### config.mk
export PLATFORM = sky130hd
export DESIGN_NAME = multicycle_control_flat
export DESIGN_NICKNAME = d
export VERILOG_FILES = /design/src/rtl/mc_pkg.sv /design/src/rtl/multicycle_control_if.sv /design/src/rtl/mc_outdec.sv /design/src/rtl/multicycle_control.sv /design/src/flat_wrapper.sv
export SDC_FILE = /design/constraint.sdc
export NUM_CORES = 1
export LEC_CHECK = 0
export ABC_AREA = 1
export CORE_ASPECT_RATIO = 0.7
export CORE_MARGIN = 2
export CORE_UTILIZATION = 55
export DETAILED_ROUTE_END_ITERATION = 7
export PLACE_DENSITY = 0.91
export SYNTH_ARGS = -nofsm -noshare
export SYNTH_HDL_FRONTEND = slang
export SYNTH_SLANG_ARGS = --single-unit
### constraint.sdc
create_clock -name clk -period 3 [get_ports clk]
set_input_delay 0.3 -clock clk [delete_from_list [all_inputs] [get_ports clk]]
set_output_delay 0.3 -clock clk [all_outputs]
set_load 0.05 [all_outputs]
### src/rtl/mc_pkg.sv
// Shared types and constants for the multicycle control FSM and ALUControl.
package mc_pkg;

    localparam int unsigned OP_W    = 6;
    localparam int unsigned ST_W    = 4;
    localparam int unsigned ALUOP_W = 2;

    typedef enum logic [ST_W-1:0] {
        IDLE     = 4'd0,
        FETCH    = 4'd1,
        DECODE   = 4'd2,
        MEMADR   = 4'd3,
        MEMRD    = 4'd4,
        MEMWB    = 4'd5,
        MEMWR    = 4'd6,
        RTYPE_EX = 4'd7,
        RTYPE_WB = 4'd8,
        BEQ      = 4'd9,
        ADDI_EX  = 4'd10,
        ADDI_WB  = 4'd11,
        JUMP     = 4'd12
    } state_e;

    localparam logic [OP_W-1:0] OP_RTYPE = 6'b000000;
    localparam logic [OP_W-1:0] OP_LW    = 6'b100011;
    localparam logic [OP_W-1:0] OP_SW    = 6'b101011;
    localparam logic [OP_W-1:0] OP_BEQ   = 6'b000100;
    localparam logic [OP_W-1:0] OP_ADDI  = 6'b001000;
    localparam logic [OP_W-1:0] OP_J     = 6'b000010;

    localparam logic [ALUOP_W-1:0] ALUOP_ADD  = 2'b00;
    localparam logic [ALUOP_W-1:0] ALUOP_SUB  = 2'b01;
    localparam logic [ALUOP_W-1:0] ALUOP_FUNC = 2'b10;

    // Datapath control word decoded from the current state.
    typedef struct packed {
        logic [ALUOP_W-1:0] alu_op;
        logic               alu_src_a;
        logic [1:0]         alu_src_b;
        logic [1:0]         pc_src;
        logic               pc_write;
        logic               pc_write_cond;
        logic               iord;
        logic               mem_read;
        logic               mem_write;
        logic               ir_write;
        logic               reg_dst;
        logic               mem_to_reg;
        logic               reg_write;
    } ctrl_t;

endpackage

### src/rtl/multicycle_control_if.sv
// Control/datapath bundle between the multicycle controller and its datapath.
interface multicycle_control_if #(
    parameter int unsigned CNT_W = 32
);
    logic [5:0]       Opcode;
    logic             Zero;
    logic             MemReady;
    logic [1:0]       ALUop;
    logic             ALUSrcA;
    logic [1:0]       ALUSrcB;
    logic [1:0]       PCSrc;
    logic             PCEn;
    logic             IorD;
    logic             MemRead;
    logic             MemWrite;
    logic             IRWrite;
    logic             RegDst;
    logic             MemtoReg;
    logic             RegWrite;
    logic             IllegalOp;
    logic [3:0]       State;
    logic [CNT_W-1:0] InstrCount;

    modport master (
        input  Opcode, Zero, MemReady,
        output ALUop, ALUSrcA, ALUSrcB, PCSrc, PCEn, IorD, MemRead, MemWrite,
               IRWrite, RegDst, MemtoReg, RegWrite, IllegalOp, State, InstrCount
    );

    modport slave (
        output Opcode, Zero, MemReady,
        input  ALUop, ALUSrcA, ALUSrcB, PCSrc, PCEn, IorD, MemRead, MemWrite,
               IRWrite, RegDst, MemtoReg, RegWrite, IllegalOp, State, InstrCount
    );
endinterface

### src/rtl/mc_outdec.sv
// Moore strobe decoder: state to datapath controls; fetch writes wait on memory.
module mc_outdec
    import mc_pkg::*;
(
    input  state_e state,
    input  logic   mem_rdy,
    output ctrl_t  ctrl_c
);

    always_comb begin
        ctrl_c = '0;
        unique case (state)
            FETCH: begin
                ctrl_c.mem_read  = 1'b1;
                ctrl_c.alu_src_b = 2'b01;
                ctrl_c.ir_write  = mem_rdy;
                ctrl_c.pc_write  = mem_rdy;
            end
            DECODE:   ctrl_c.alu_src_b = 2'b11;
            MEMADR: begin
                ctrl_c.alu_src_a = 1'b1;
                ctrl_c.alu_src_b = 2'b10;
            end
            MEMRD: begin
                ctrl_c.mem_read = 1'b1;
                ctrl_c.iord     = 1'b1;
            end
            MEMWB: begin
                ctrl_c.reg_write  = 1'b1;
                ctrl_c.mem_to_reg = 1'b1;
            end
            MEMWR: begin
                ctrl_c.mem_write = 1'b1;
                ctrl_c.iord      = 1'b1;
            end
            RTYPE_EX: begin
                ctrl_c.alu_src_a = 1'b1;
                ctrl_c.alu_op    = ALUOP_FUNC;
            end
            RTYPE_WB: begin
                ctrl_c.reg_write = 1'b1;
                ctrl_c.reg_dst   = 1'b1;
            end
            BEQ: begin
                ctrl_c.alu_src_a     = 1'b1;
                ctrl_c.alu_op        = ALUOP_SUB;
                ctrl_c.pc_write_cond = 1'b1;
                ctrl_c.pc_src        = 2'b01;
            end
            ADDI_EX: begin
                ctrl_c.alu_src_a = 1'b1;
                ctrl_c.alu_src_b = 2'b10;
            end
            ADDI_WB:  ctrl_c.reg_write = 1'b1;
            JUMP: begin
                ctrl_c.pc_write = 1'b1;
                ctrl_c.pc_src   = 2'b10;
            end
            default:  ctrl_c = '0;
        endcase
    end

endmodule

### src/rtl/multicycle_control.sv
// Multicycle main control FSM: sequences each instruction and counts retirements.
module multicycle_control
    import mc_pkg::*;
#(
    parameter bit          WAIT_ON_MEM = 1'b1,
    parameter int unsigned CNT_W       = 32
) (
    input  logic                 clk,
    input  logic                 rst_n,
    multicycle_control_if.master bus
);

    state_e            state_q, state_d;
    logic [OP_W-1:0]   opcode_q, opcode_d;
    logic [CNT_W-1:0]  cnt_q, cnt_d;
    logic              rdy_c;
    logic              retire_c;
    logic              illegal_c;
    ctrl_t             ctrl_c;

    assign rdy_c = WAIT_ON_MEM ? bus.MemReady : 1'b1;

    always_ff @(posedge clk or negedge rst_n) begin
        if (!rst_n) begin
            state_q  <= IDLE;
            opcode_q <= '0;
            cnt_q    <= '0;
        end else begin
            state_q  <= state_d;
            opcode_q <= opcode_d;
            cnt_q    <= cnt_d;
        end
    end

    // Next state; opcode is only looked at in DECODE, then held for lw/sw steering.
    always_comb begin
        state_d   = state_q;
        opcode_d  = opcode_q;
        retire_c  = 1'b0;
        illegal_c = 1'b0;
        unique case (state_q)
            IDLE:     state_d = FETCH;
            FETCH:    if (rdy_c) state_d = DECODE;
            DECODE: begin
                opcode_d = bus.Opcode;
                unique case (bus.Opcode)
                    OP_LW, OP_SW: state_d = MEMADR;
                    OP_RTYPE:     state_d = RTYPE_EX;
                    OP_BEQ:       state_d = BEQ;
                    OP_ADDI:      state_d = ADDI_EX;
                    OP_J:         state_d = JUMP;
                    default: begin
                        state_d   = FETCH;
                        illegal_c = 1'b1;
                    end
                endcase
            end
            MEMADR:   state_d = (opcode_q == OP_SW) ? MEMWR : MEMRD;
            MEMRD:    if (rdy_c) state_d = MEMWB;
            MEMWB: begin
                state_d  = FETCH;
                retire_c = 1'b1;
            end
            MEMWR: begin
                if (rdy_c) begin
                    state_d  = FETCH;
                    retire_c = 1'b1;
                end
            end
            RTYPE_EX: state_d = RTYPE_WB;
            ADDI_EX:  state_d = ADDI_WB;
            RTYPE_WB, BEQ, ADDI_WB, JUMP: begin
                state_d  = FETCH;
                retire_c = 1'b1;
            end
            default:  state_d = FETCH;
        endcase
        cnt_d = retire_c ? cnt_q + CNT_W'(1) : cnt_q;
    end

    mc_outdec u_outdec (
        .state   (state_q),
        .mem_rdy (rdy_c),
        .ctrl_c  (ctrl_c)
    );

    assign bus.ALUop      = ctrl_c.alu_op;
    assign bus.ALUSrcA    = ctrl_c.alu_src_a;
    assign bus.ALUSrcB    = ctrl_c.alu_src_b;
    assign bus.PCSrc      = ctrl_c.pc_src;
    assign bus.PCEn       = ctrl_c.pc_write | (ctrl_c.pc_write_cond & bus.Zero);
    assign bus.IorD       = ctrl_c.iord;
    assign bus.MemRead    = ctrl_c.mem_read;
    assign bus.MemWrite   = ctrl_c.mem_write;
    assign bus.IRWrite    = ctrl_c.ir_write;
    assign bus.RegDst     = ctrl_c.reg_dst;
    assign bus.MemtoReg   = ctrl_c.mem_to_reg;
    assign bus.RegWrite   = ctrl_c.reg_write;
    assign bus.IllegalOp  = illegal_c;
    assign bus.State      = state_q;
    assign bus.InstrCount = cnt_q;

endmodule

### src/flat_wrapper.sv
// flat-port wrapper written by rule: the top's interface ports become plain ports
module multicycle_control_flat import mc_pkg::*;
#(
    parameter bit          WAIT_ON_MEM = 1'b1,
    parameter int unsigned CNT_W       = 32
)
  (clk, rst_n, bus_Opcode, bus_Zero, bus_MemReady, bus_ALUop, bus_ALUSrcA, bus_ALUSrcB, bus_PCSrc, bus_PCEn, bus_IorD, bus_MemRead, bus_MemWrite, bus_IRWrite, bus_RegDst, bus_MemtoReg, bus_RegWrite, bus_IllegalOp, bus_State, bus_InstrCount);
  multicycle_control_if #(.CNT_W(CNT_W)) bus_i ();
  input  logic clk;
  input  logic rst_n;
  input wire logic [$bits(bus_i.Opcode)-1:0] bus_Opcode;
  input wire logic [$bits(bus_i.Zero)-1:0] bus_Zero;
  input wire logic [$bits(bus_i.MemReady)-1:0] bus_MemReady;
  output wire logic [$bits(bus_i.ALUop)-1:0] bus_ALUop;
  output wire logic [$bits(bus_i.ALUSrcA)-1:0] bus_ALUSrcA;
  output wire logic [$bits(bus_i.ALUSrcB)-1:0] bus_ALUSrcB;
  output wire logic [$bits(bus_i.PCSrc)-1:0] bus_PCSrc;
  output wire logic [$bits(bus_i.PCEn)-1:0] bus_PCEn;
  output wire logic [$bits(bus_i.IorD)-1:0] bus_IorD;
  output wire logic [$bits(bus_i.MemRead)-1:0] bus_MemRead;
  output wire logic [$bits(bus_i.MemWrite)-1:0] bus_MemWrite;
  output wire logic [$bits(bus_i.IRWrite)-1:0] bus_IRWrite;
  output wire logic [$bits(bus_i.RegDst)-1:0] bus_RegDst;
  output wire logic [$bits(bus_i.MemtoReg)-1:0] bus_MemtoReg;
  output wire logic [$bits(bus_i.RegWrite)-1:0] bus_RegWrite;
  output wire logic [$bits(bus_i.IllegalOp)-1:0] bus_IllegalOp;
  output wire logic [$bits(bus_i.State)-1:0] bus_State;
  output wire logic [$bits(bus_i.InstrCount)-1:0] bus_InstrCount;
  assign bus_i.Opcode = bus_Opcode;
  assign bus_i.Zero = bus_Zero;
  assign bus_i.MemReady = bus_MemReady;
  assign bus_ALUop = bus_i.ALUop;
  assign bus_ALUSrcA = bus_i.ALUSrcA;
  assign bus_ALUSrcB = bus_i.ALUSrcB;
  assign bus_PCSrc = bus_i.PCSrc;
  assign bus_PCEn = bus_i.PCEn;
  assign bus_IorD = bus_i.IorD;
  assign bus_MemRead = bus_i.MemRead;
  assign bus_MemWrite = bus_i.MemWrite;
  assign bus_IRWrite = bus_i.IRWrite;
  assign bus_RegDst = bus_i.RegDst;
  assign bus_MemtoReg = bus_i.MemtoReg;
  assign bus_RegWrite = bus_i.RegWrite;
  assign bus_IllegalOp = bus_i.IllegalOp;
  assign bus_State = bus_i.State;
  assign bus_InstrCount = bus_i.InstrCount;
  multicycle_control #(.WAIT_ON_MEM(WAIT_ON_MEM), .CNT_W(CNT_W)) u_core (.clk(clk), .rst_n(rst_n), .bus(bus_i));
endmodule
==> impl_metrics.csv <==
group,metric,value,unit
status,status,"completed",
min_path,hp-class,"input port to asynchronous set/reset pin",
yosys,synth-seq-cells,42,
power,switching_share,49.24,%
yosys,syn_nets,474,
yosys,ys_top_cells_by_count,"nand2_1, nor2_1, inv_1, nand3_1, dfrtp_1",
cells_and_area,syn_to_final_growth,25.54,%
cells_and_area,antenna_cells,0,
sta,drv_slew,0,
critical_path,critPathRequiredTime,2700,ps
critical_path,startpoint_type,"register",
drt,drc,0,
die,ios,62,
power,peakVddDrop,913.6,uV
power,p_leak,1.751,nW
clock_network,clk_latency,300,ps
drt,wl_per_cell,13.21,um
drt,vias_per_cell,5.245,
critical_path,cp-startpoint,"u_core.bus.State[1]",
yosys,synth_top_area_share,36.43,%
power,powerDensity,650.7,nW/um2
sta,period_needed,2824,ps
drt,wirelength,7888,um
sta,setup_viol,0,
power,p_switching,1.161,mW
yosys,yosys-top-cells-area,"dfrtp_1, nand2_1, nor2_1",
drt,firstDrtPassIters,6,
sta,max_freq,354.2,MHz
die,core-area,5147,um2
yosys,syn_avg_cell_area,6.232,um2
sta,slew_headroom,37.23,%
die,die_w,90.57,um
yosys,async_reset_ff_share,100.0,%
sta,rsz0062_at_grt,"false",
yosys,synth_most_common_cell,"nand2_1",
power,p_int,1.196,mW
global_routing,grt_pass1_wl,13290,um
yosys,synth_warnings,0,
place,port_buffers,61,
critical_path,worstPathMaxFanout,7,
critical_path,worst-setup-path-type,"register to output pin",
sta,fin_setup_tns,0,ps
global_routing,grt_overflow_total,0,
clock_network,post_cts_buffers,0,
clock_network,cts-resized-gates,0,
die,die-area,5851,um2
die,dieHeight,64.60,um
critical_path,critPathArrivalTime,2520,ps
drt,drt_iter0_drc,318,
power,power_frac_clock,16.4,%
global_routing,grt_max_degree,48,
clock_network,cts.htree.levels,2,
critical_path,critPathCaptureType,"output pin",
cells_and_area,fin_area,3622,um2
place,dp_hpwl,5902,um
critical_path,r2r-start,"u_core.bus.State[3]",
clock_network,cts_sinks,42,
die,start_util,56.05,%
clock_network,cts_tree,"done",
power,comb_power_share,51.8,%
clock_network,numCtsBuffers,5,
clock_network,clk_pin_slew,80,ps
sta,hold_viol_final,0,
yosys,synth_flop_cell,"dfrtp_1",
sta,period_share,94.12,%
yosys,yosys.area.top_type,"dfrtp_1",
yosys,syn_inst,463,
clock_network,hold_buffers,0,
flow_run,cap_violations,0,
drt,ant_nets,0,
sta,skew,4.678,ps
cells_and_area,drive_gt1_share,3.619,%
global_routing,grt_antenna_before_repair,0,
yosys,synth.distinct_cells,25,
sta,worst_slew_pin_slew,941.6,ps
clock_network,clock-root-buffer,"clkbuf_8",
power,seqPwrFrac,31.8,%
drt,vias,3131,
clock_network,cts_buffer_depth,2,
cells_and_area,fillCellCount,426,
place,gp_congestion,0.9668,
die,rows,22,
global_routing,grt_pass1_vias,2883,
yosys,synth_edf_count,0,
yosys,synth.cell_area,2885,um2
global_routing,grt.total_usage,28.29,%
yosys,synth-seq-area-share,36.43,%
place,post_dp_cell_area,3531,um2
cells_and_area,nets,535,
[cells in the final DEF (no fill, tap or decap), types with 2 or more instances in the layout]
master and instances:
and2_1 2, buf_4 2, clkbuf_8 6, clkdlybuf4s50_1 60, dfrtp_1 42, inv_1 53
inv_2 3, nand2_1 181, nand2_2 2, nand3_1 45, nand3b_1 7, nand4_1 3
nor2_1 75, nor2_4 3, nor3_1 4, o21ai_0 13, o21ai_1 6, xor2_1 9
[kinds of logic (layout without fill, tap and decap cells)]
| kind of cell | count (synthesis) | after routing | synth area share (%) |
|---|---|---|---|
| simple gates | 324 | 324 | 46.75 |
| xor+xnor | 9 | 9 | 2.732 |
| flops | 42 | 42 | 36.43 |
| compound gates | 22 | 22 | 4.120 |
| buf+inv | 65 | 127 | 9.540 |
| fa+ha+maj | 1 | 1 | 0.4336 |
[layer usage]
metal / up-vias / GRT usage [%] / part of all wire, %
met5: - / 0 / 0
met4: 0 / 9.808 / 1.2
met3: 13 / 5.116 / 8.8
met2: 150 / 42.35 / 43
met1: 1419 / 41.37 / 47
li1: 1549 / - / -
[power groups by stage]
| stage | registers [mW] | clock network, mW | logic, mW |
|---|---|---|---|
| 6_report | 0.750 | 0.386 | 1.22 |
| 5_1_grt | 0.764 | 0.412 | 1.31 |
| 4_1_cts | 0.750 | 0.391 | 1.22 |
| 3_5_place_dp | 0.760 | 0 | 1.22 |
| 3_3_place_gp | 0.754 | 0 | 1.20 |
| 2_1_floorplan | 0.900 | 0 | 0.738 |
[worst paths after layout]
check | to | slack, ps | cells after the start
max in group asynchronous | u_core.opcode_q[3] | 2290 | 1
max | bus_IllegalOp | 180 | 7
min in group clk | u_core.opcode_q[1] | 500 | 2
min reg2reg | u_core.opcode_q[1] | 500 | 2
min | u_core.bus.InstrCount[2] | 140 | 1
max reg2reg | u_core.bus.InstrCount[18] | 820 | 8
[layout make-up]
| type | instances | area [um2] | area share, % |
|---|---|---|---|
| clock buffer | 7 | 86.33 | 2.383 |
| clock inverter | 1 | 5.005 | 0.1382 |
| inverter | 56 | 210.2 | 5.803 |
| multi-input combinational | 356 | 1559 | 43.04 |
| sequential | 42 | 1051 | 29.02 |
| tap | 72 | 90.09 | 2.487 |
| timing repair buffer | 63 | 620.6 | 17.13 |
[worst max-delay path: stages, from the launching register on]
cell             delay [ps]
dfrtp_1                 430
inv_1                    70
nor2_1                  210
nand2_1                 130
inv_1                   180
nand3_1                 160
a211oi_1                210
clkdlybuf4s50_1         840
[flip-flops by register name, summed over array words and instances, names as in the netlist]
signal and flops:
u_core.bus.State 4, u_core.opcode_q 6, u_core.bus.InstrCount 32
[per-stage QoR]
stage               hold slack, ps  util, %  setup WS, ps  std cells  total power [mW]
global route                 211.3    70.37         14.72        597             2.488
detailed placement           475.9    68.60         537.8        589             1.976
finish                       136.2    70.37         176.3        597             2.357
CTS                          166.8    70.37         223.9        597             2.360
floorplan                    4.409        -         285.0        463             1.638
global placement             477.7    68.60         589.9        589             1.953
Note: power is estimated with default switching activity, not from simulation.
